**config.mk**
```make
export PLATFORM = sky130hd
export DESIGN_NAME = alu_muldiv_sequencer
export DESIGN_NICKNAME = d
export VERILOG_FILES = /design/src/rtl/alu_muldiv_sequencer.sv
export SDC_FILE = /design/constraint.sdc
export NUM_CORES = 1
export LEC_CHECK = 0
export CAP_MARGIN = 20
export CORE_MARGIN = 2
export CORE_UTILIZATION = 50
export DETAILED_ROUTE_END_ITERATION = 10
export GPL_TIMING_DRIVEN = 0
export PLACE_DENSITY = 0.91
export SYNTH_ARGS = -nofsm -noshare
export SYNTH_HDL_FRONTEND = slang
export SYNTH_SLANG_ARGS = --single-unit
```
**constraint.sdc**
```tcl
create_clock -name i_clk -period 3.1 [get_ports i_clk]
set_input_delay 0.775 -clock i_clk [delete_from_list [all_inputs] [get_ports i_clk]]
set_output_delay 0.775 -clock i_clk [all_outputs]
set_load 0.02 [all_outputs]
```
**src/rtl/alu_muldiv_sequencer.sv**
```systemverilog
// Multi-cycle MULT/DIV sequencer for the MIPS EX stage; drives the shared ALU one step per clock.
// Optional signed operation is enabled by defining SIGNED_MULDIV_EN.
module alu_muldiv_sequencer #(
  parameter int         XLEN     = 32,
  parameter logic [3:0] ALU_ADD  = 4'b0010,
  parameter logic [3:0] ALU_SUB  = 4'b0110,
  parameter logic [3:0] ALU_IDLE = 4'b0000
) (
  input  logic            i_clk,
  input  logic            i_rst_n,
  input  logic            i_start,
  input  logic [1:0]      i_op,
  input  logic [XLEN-1:0] i_rs_data,
  input  logic [XLEN-1:0] i_rt_data,
  output logic [XLEN-1:0] o_alu_a,
  output logic [XLEN-1:0] o_alu_b,
  output logic [3:0]      o_alu_ctrl,
  input  logic [XLEN-1:0] i_alu_result,
  output logic            o_busy,
  output logic            o_done,
  output logic            o_div_by_zero,
  output logic [XLEN-1:0] o_hi,
  output logic [XLEN-1:0] o_lo
);

`ifdef SIGNED_MULDIV_EN
  localparam logic SIGNED_EN = 1'b1;
`else
  localparam logic SIGNED_EN = 1'b0;
`endif

  typedef enum logic [1:0] {S_IDLE, S_LOAD, S_ITER, S_DONE} state_t;

  state_t            r_state, w_next;
  logic [4:0]        r_cnt;
  logic              r_is_div, r_neg_a, r_neg_b;
  logic [XLEN-1:0]   r_opa, r_opb, r_m, r_hi, r_lo;
  logic              r_busy, r_done, r_dz;
  logic              w_div0, w_carry, w_borrow;
  logic [XLEN-1:0]   w_mag_a, w_mag_b;
  logic [2*XLEN-1:0] w_prod_neg;

  // opB is kept raw for the whole op, so the zero-divisor test stays valid through DONE
  assign w_div0     = r_is_div && (r_opb == '0);
  assign w_mag_a    = r_neg_a ? -r_opa : r_opa;
  assign w_mag_b    = r_neg_b ? -r_opb : r_opb;
  assign w_prod_neg = -{r_hi, r_lo};

  assign w_carry  = (o_alu_a[XLEN-1] & o_alu_b[XLEN-1]) |
                    ((o_alu_a[XLEN-1] | o_alu_b[XLEN-1]) & ~i_alu_result[XLEN-1]);
  assign w_borrow = (~o_alu_a[XLEN-1] & o_alu_b[XLEN-1]) |
                    (~(o_alu_a[XLEN-1] ^ o_alu_b[XLEN-1]) & i_alu_result[XLEN-1]);

  always_ff @(posedge i_clk) begin
    if (!i_rst_n) r_state <= S_IDLE;
    else          r_state <= w_next;
  end

  always_comb begin
    w_next     = r_state;
    o_alu_a    = '0;
    o_alu_b    = '0;
    o_alu_ctrl = ALU_IDLE;
    case (r_state)
      S_IDLE: if (i_start) w_next = S_LOAD;
      S_LOAD: w_next = w_div0 ? S_DONE : S_ITER;
      S_ITER: begin
        if (r_is_div) begin
          o_alu_a    = {r_hi[XLEN-2:0], r_lo[XLEN-1]};
          o_alu_b    = r_m;
          o_alu_ctrl = ALU_SUB;
        end else begin
          o_alu_a    = r_hi;
          o_alu_b    = r_lo[0] ? r_m : '0;
          o_alu_ctrl = ALU_ADD;
        end
        if (r_cnt == 5'(XLEN-1)) w_next = S_DONE;
      end
      S_DONE:  w_next = S_IDLE;
      default: w_next = S_IDLE;
    endcase
  end

  always_ff @(posedge i_clk) begin
    if (!i_rst_n) begin
      r_cnt    <= '0;
      r_is_div <= 1'b0;
      r_neg_a  <= 1'b0;
      r_neg_b  <= 1'b0;
      r_opa    <= '0;
      r_opb    <= '0;
      r_m      <= '0;
      r_hi     <= '0;
      r_lo     <= '0;
      r_busy   <= 1'b0;
      r_done   <= 1'b0;
      r_dz     <= 1'b0;
    end else begin
      // status outputs lag the state by one cycle
      r_busy <= (r_state == S_LOAD) || (r_state == S_ITER);
      r_done <= (r_state == S_DONE);
      case (r_state)
        S_IDLE: if (i_start) begin
          r_is_div <= i_op[0];
          r_neg_a  <= SIGNED_EN & i_op[1] & i_rs_data[XLEN-1];
          r_neg_b  <= SIGNED_EN & i_op[1] & i_rt_data[XLEN-1];
          r_opa    <= i_rs_data;
          r_opb    <= i_rt_data;
        end
        S_LOAD: begin
          r_dz  <= 1'b0;
          r_cnt <= '0;
          if (w_div0) begin
            r_hi <= r_opa;
            r_lo <= '1;
          end else if (r_is_div) begin
            r_hi <= '0;
            r_lo <= w_mag_a;
            r_m  <= w_mag_b;
          end else begin
            r_hi <= '0;
            r_lo <= w_mag_b;
            r_m  <= w_mag_a;
          end
        end
        S_ITER: begin
          r_cnt <= r_cnt + 5'd1;
          if (!r_is_div) begin
            {r_hi, r_lo} <= {w_carry, i_alu_result, r_lo[XLEN-1:1]};
          end else if (r_hi[XLEN-1] | ~w_borrow) begin
            r_hi <= i_alu_result;
            r_lo <= {r_lo[XLEN-2:0], 1'b1};
          end else begin
            r_hi <= o_alu_a;
            r_lo <= {r_lo[XLEN-2:0], 1'b0};
          end
        end
        S_DONE: begin
          r_dz <= w_div0;
          if (!w_div0) begin
            if (!r_is_div) begin
              if (r_neg_a ^ r_neg_b) {r_hi, r_lo} <= w_prod_neg;
            end else begin
              if (r_neg_a ^ r_neg_b) r_lo <= -r_lo;
              if (r_neg_a)           r_hi <= -r_hi;
            end
          end
        end
        default: ;
      endcase
    end
  end

  assign o_busy        = r_busy;
  assign o_done        = r_done;
  assign o_div_by_zero = r_dz;
  assign o_hi          = r_hi;
  assign o_lo          = r_lo;

endmodule
```
* Yosys cells after proc, flatten, opt, wreduce, memory -nomap -nowiden
Index checks and enable logic that the tools add are counted.
W data, S select, Z words.
** Cells by class
- Add/subtract/negate cells :: 1
- Bitwise operators :: 15
- Equal/unequal tests :: 9
- Multiplexer cells :: 23
- Reduce and logical (&&, ||, !) cells :: 12
** Operators by type and width (number)
- $mux W32 :: 12
- $pmux W32 S2 :: 2
- $logic_not A32 Y1 :: 1
- $ne A2 B2 Y1 const B :: 5
- $pmux W5 S2 :: 1
- $pmux W2 S4 :: 1
- $mux W3 :: 2
- $not A1 Y1 :: 6
- $reduce_and A2 Y1 :: 3
- $add A5 B1 Y5 const B :: 1
- $eq A5 B5 Y1 const B :: 1
- $and A1 B1 Y1 :: 4
- $eq A2 B2 Y1 const B :: 2
- $mux W2 :: 2
- $or A1 B1 Y1 :: 4
- $reduce_and A4 Y1 :: 1
- $reduce_bool A2 Y1 :: 2
- $reduce_and A3 Y1 :: 1
- $reduce_bool A3 Y1 :: 1
- $eq A2 B1 Y1 const B :: 1
- $logic_not A2 Y1 :: 1
- $mux W1 :: 2
- $pmux W1 S2 :: 1
- $logic_and A1 B1 Y1 :: 1
- other kinds (2) :: 2
** Storage, ports and cells
- Bits in registers :: 171
- Input bits :: 101
- Logic and storage cells :: 71

* Depth between registers and ports, before layout
- Depth in word-level cells :: 12
- Gate-level depth with buffers :: 14

* Worst setup path before layout
Ideal clock, no wire load.
- Kind :: register to register
- Start point :: register r_state[0]
- End point :: register r_hi[30] (netlist: o_hi[30])
- Stages on the path, launching flop included :: 13
- Data required time :: 2976 ps
- Buffers on the path :: 1
- Slack :: 191 ps
- Arrival time :: 2784 ps
- Setup time :: 124 ps
- Cell sequence :: dfxtp_1 inv_1 ha_1 inv_2 nor2_1 clkbuf_1 nand2_1 ha_1 nor2b_1 o21bai_1 mux2_2 a221oi_1 a21oi_1
** On the way
- Longest elaborated chain between the ends :: 11
- Elaborated cells between the ends (all ways) :: 21
- Those cells by class :: eq/ne: 6; mux: 5; bitwise: 8; reduce/logical: 2
** RTL lines
- from (decl) :: line 34 : state_t r_state, w_next;
- from (signal assigned) :: line 56 : else r_state <= w_next;
- $eq A2 B2 Y1 :: line 64, 102
- $mux W32 :: line 64 : case (r_state)
- $xor A1 B1 Y1 :: line 52 : (~(o_alu_a[XLEN-1] ^ o_alu_b[XLEN-1]) & i_alu_result[XLEN-1]);
- $not A1 Y1 :: line 52
- $and A1 B1 Y1 :: line 52
- $or A1 B1 Y1 :: line 51 : assign w_borrow = (~o_alu_a[XLEN-1] & o_alu_b[XLEN-1]) |
- $not A1 Y1 :: line 130 : end else if (r_hi[XLEN-1] | ~w_borrow) begin
- $or A1 B1 Y1 :: line 130
- $mux W32 :: line 130
- $mux W32 :: line 128 : if (!r_is_div) begin
- $pmux W32 S2 :: line 102 : case (r_state)
- to (signal assigned) :: line 129 : {r_hi, r_lo} <= {w_carry, i_alu_result, r_lo[XLEN-1:1]};
- to (signal assigned) :: line 131 : r_hi <= i_alu_result;
- to (signal assigned) :: line 134 : r_hi <= o_alu_a;
- to (decl) :: line 37 : logic [XLEN-1:0] r_opa, r_opb, r_m, r_hi, r_lo;
Several ways; a longest one is shown, not always the timed one.
A chain may end at the register's enable or synchronous reset.

* Worst setup path in the final report
- Start point :: register r_state[0]
- End point :: output port o_alu_b[31]
** On the way
- Longest elaborated chain between the ends :: 2
** RTL lines
- $eq A2 B2 Y1 :: line 64
- $mux W32 :: line 64
- to (decl) :: line 16 : output logic [XLEN-1:0] o_alu_b,
No other way between the ends.

==> results <==
-- kinds of logic after synthesis --
logic type	Yosys count	share of synthesized area, %
and+or+nand+nor	415	19.99
other	1	0.04153
xor gates and xnor gates	1	0.09701
adders and majority gates	10	1.386
AOI/OAI and AO/OA	282	20.42
DFF	171	37.91
buffers and inverters	107	5.501
muxes	128	14.65
-- per-layer routing --
metal | vias up | track usage [%] | part of all wire (%)
li1 | 4422 | - | -
met1 | 4521 | 40.17 | 38
met2 | 687 | 51.77 | 46
met3 | 109 | 7.135 | 12
met4 | 0 | 14.50 | 4.0
met5 | - | 0 | 0
-- critical path, stage by stage (launching register included) --
cell and delay [ns]:
dfxtp_1 0.36, inv_2 0.13, ha_4 0.19, inv_2 0.12, nor2_4 0.20, clkbuf_4 0.23, nand2_1 0.15, inv_1 0.15
clkdlybuf4s15_2 0.30
-- stage by stage --
stage / setup slack (ns) / instances
global route: 0.02801 / 1609
finish: 0.05614 / 1609
CTS: -0.0008573 / 1609
global placement: -0.5856 / 1577
floorplan: 0.1914 / 1116
detailed placement: -0.7241 / 1577
-- layout by cell type (no fill, tap or decap), types with 5 or more instances in the layout --
| cell type | n |
|---|---|
| a31oi_1 | 58 |
| mux2i_1 | 95 |
| buf_6 | 11 |
| nand2_1 | 175 |
| ha_1 | 9 |
| o221ai_1 | 24 |
| clkdlybuf4s50_1 | 170 |
| a21oi_1 | 145 |
| nor2_1 | 145 |
| mux2_2 | 33 |
| dfxtp_1 | 170 |
| a211oi_2 | 32 |
| clkinvlp_4 | 5 |
| buf_2 | 13 |
| dlygate4sd2_1 | 61 |
| clkbuf_16 | 17 |
| clkbuf_2 | 7 |
| and2_1 | 33 |
| o21ai_0 | 14 |
| nor3_1 | 5 |
| nand3_1 | 33 |
| inv_1 | 6 |
| buf_1 | 5 |
| clkbuf_1 | 56 |
-- synth_stat cells, types with 3 or more instances --
master / n / area (um^2)
nand2_1: 175 / 656.9
dfxtp_1: 171 / 3423
nor2_1: 146 / 548.0
a21oi_1: 145 / 725.7
mux2i_1: 95 / 950.9
clkbuf_1: 65 / 244.0
a31oi_1: 58 / 362.9
and2_1: 33 / 206.5
mux2_2: 33 / 371.6
nand3_1: 33 / 165.2
a211oi_2: 32 / 400.4
o221ai_1: 24 / 210.2
buf_2: 16 / 80.08
o21ai_0: 14 / 70.07
ha_1: 10 / 125.1
buf_6: 8 / 90.09
inv_1: 7 / 26.28
buf_1: 5 / 18.77
nor3_1: 5 / 25.02
buf_4: 4 / 30.03
nor4_1: 4 / 25.02
and3_1: 3 / 18.77
nor2b_1: 3 / 18.77
-- timing repair --
action / in CTS / in global routing
endpoints found under the setup margin: 94 / 62
gates resized for setup: 83 / 9
hold buffers: 0 / 0
buffers inserted: 0 / 0
endpoints found under the hold margin: 0 / 0
-- flip-flops by register name, summed over array words and instances, names as in the netlist, 2 cells and up --
signal,count
o_hi,32
o_lo,32
r_cnt,5
r_m,32
r_opa,32
r_opb,32
r_state,2
-- power by group --
part,switching (mW),internal (mW)
Combinational,2.90,1.92
Sequential,0.588,2.78
Clock,0.932,1.24
Total,4.42,5.93
-- worst paths after layout --
path,startpoint,endpoint,cells after the start
setup reg to reg,r_state[0],o_hi[30],12
hold reg to reg,r_cnt[4],r_cnt[4],2
setup / recovery,r_state[0],o_alu_b[31],8
hold / removal,r_cnt[4],r_cnt[4],2
-- area by class of cell --
cell class	instances	share of cell area (%)
buffer	98	4.104
multi-input combinational	838	42.03
tap	229	2.344
clock inverter	12	1.116
clock buffer	20	3.736
timing repair buffer	232	18.38
inverter	9	0.2764
sequential	171	28.01
==> flow_metrics.env <==
export IMPL_outcome="complete, no violations"
export IMPL_row_count=49
export IMPL_avgSynthCellArea_um2=8.099
export IMPL_ys_warn_count=0
export IMPL_r2r_setup_slack_ns=0.12
export IMPL_cts_inserted_buffers=17
export IMPL_final_hold_violation_count=0
export IMPL_clkTransAtPathRegs_ns=0.06
export IMPL_clock_latency_ns=0.44
export IMPL_finalWirelength_um=31920
export IMPL_n_fill_cell=1364
export IMPL_grt_pass1_vias=9278
export IMPL_cp_data_required_time_ns=2.32
export IMPL_gr_total_overflow=0
export IMPL_start_kind="register"
export IMPL_leakage_nw=4.542
export IMPL_period_share_pct=98.19
export IMPL_avgViaCountPerCell=6.053
export IMPL_drt_iter0_drc=1212
export IMPL_clockBufferDepth=2
export IMPL_drtAntennaViolNets=0
export IMPL_first_pass_iters=6
export IMPL_nets=1478
export IMPL_post_route_min_period_ns=3.044
export IMPL_netlist_area_mm2=0.009030
export IMPL_worstPathArrival_ns=2.27
export IMPL_regArea_mm2=0.003425
export IMPL_dieArea_mm2=0.01915
export IMPL_syn_inst=1115
export IMPL_drive_above_1_share_pct=10.80
export IMPL_critPathKind="register to output pin"
export IMPL_multi_input_area_mm2=0.005137
export IMPL_p_total_mw=10.35
export IMPL_finalClockSkew_ns=0.01218
export IMPL_diodes=0
export IMPL_ir_worst_vdd_v=0.0005994
export IMPL_rsz0062_at_grt="no"
export IMPL_fmax_mhz=328.5
export IMPL_grtUsageTotal_pct=31.73
export IMPL_hold_class="register to register"
export IMPL_synth_cell_types=41
export IMPL_route_detailed_drc=0
export IMPL_power_density_mw_per_mm2=846.7
export IMPL_holdWs_ns=0.4944
export IMPL_setup_viol=0
export IMPL_finalSetupTns_ns=0
export IMPL_endpoint_kind="output pin"
export IMPL_async_flop_share_pct=0
export IMPL_grt_max_degree=17
export IMPL_antenna_found_initial=0
export IMPL_globalplace_congestion=0.9200
export IMPL_placed_cell_area_mm2=0.01164
export IMPL_ys_flop_type="dfxtp_1"
export IMPL_cts_root_buf="clkbuf_16"
export IMPL_maxCapViolations=0
export IMPL_die_y_um=138.4
export IMPL_finalMaxSlewViolations=0
export IMPL_ios=236
export IMPL_area_growth_pct=35.37
export IMPL_dp_hpwl_um=24050
export IMPL_cts_tree="done"
export IMPL_die_x_um=138.4
export IMPL_final_area_mm2=0.01222
export IMPL_portBuffers=232
export IMPL_grt_pass1_wl_um=48940
export IMPL_cts_sinks=171
export IMPL_wl_per_cell_um=19.84
export IMPL_num_vias=9739
export IMPL_postLayoutCoreUtil_pct=68.52
export IMPL_htree_levels=4
export IMPL_synth_edf_count=0
export IMPL_coreArea_mm2=0.01784
export IMPL_ys_ff_latch=171
export IMPL_initial_core_util_pct=50.61
export IMPL_worst_pin_slew_ns=0.7249
export IMPL_seq_area_frac_synth_pct=37.91
export IMPL_slew_headroom_pct=51.67
export IMPL_crit_path_max_fanout=10
(Power assumes the default switching activity.)
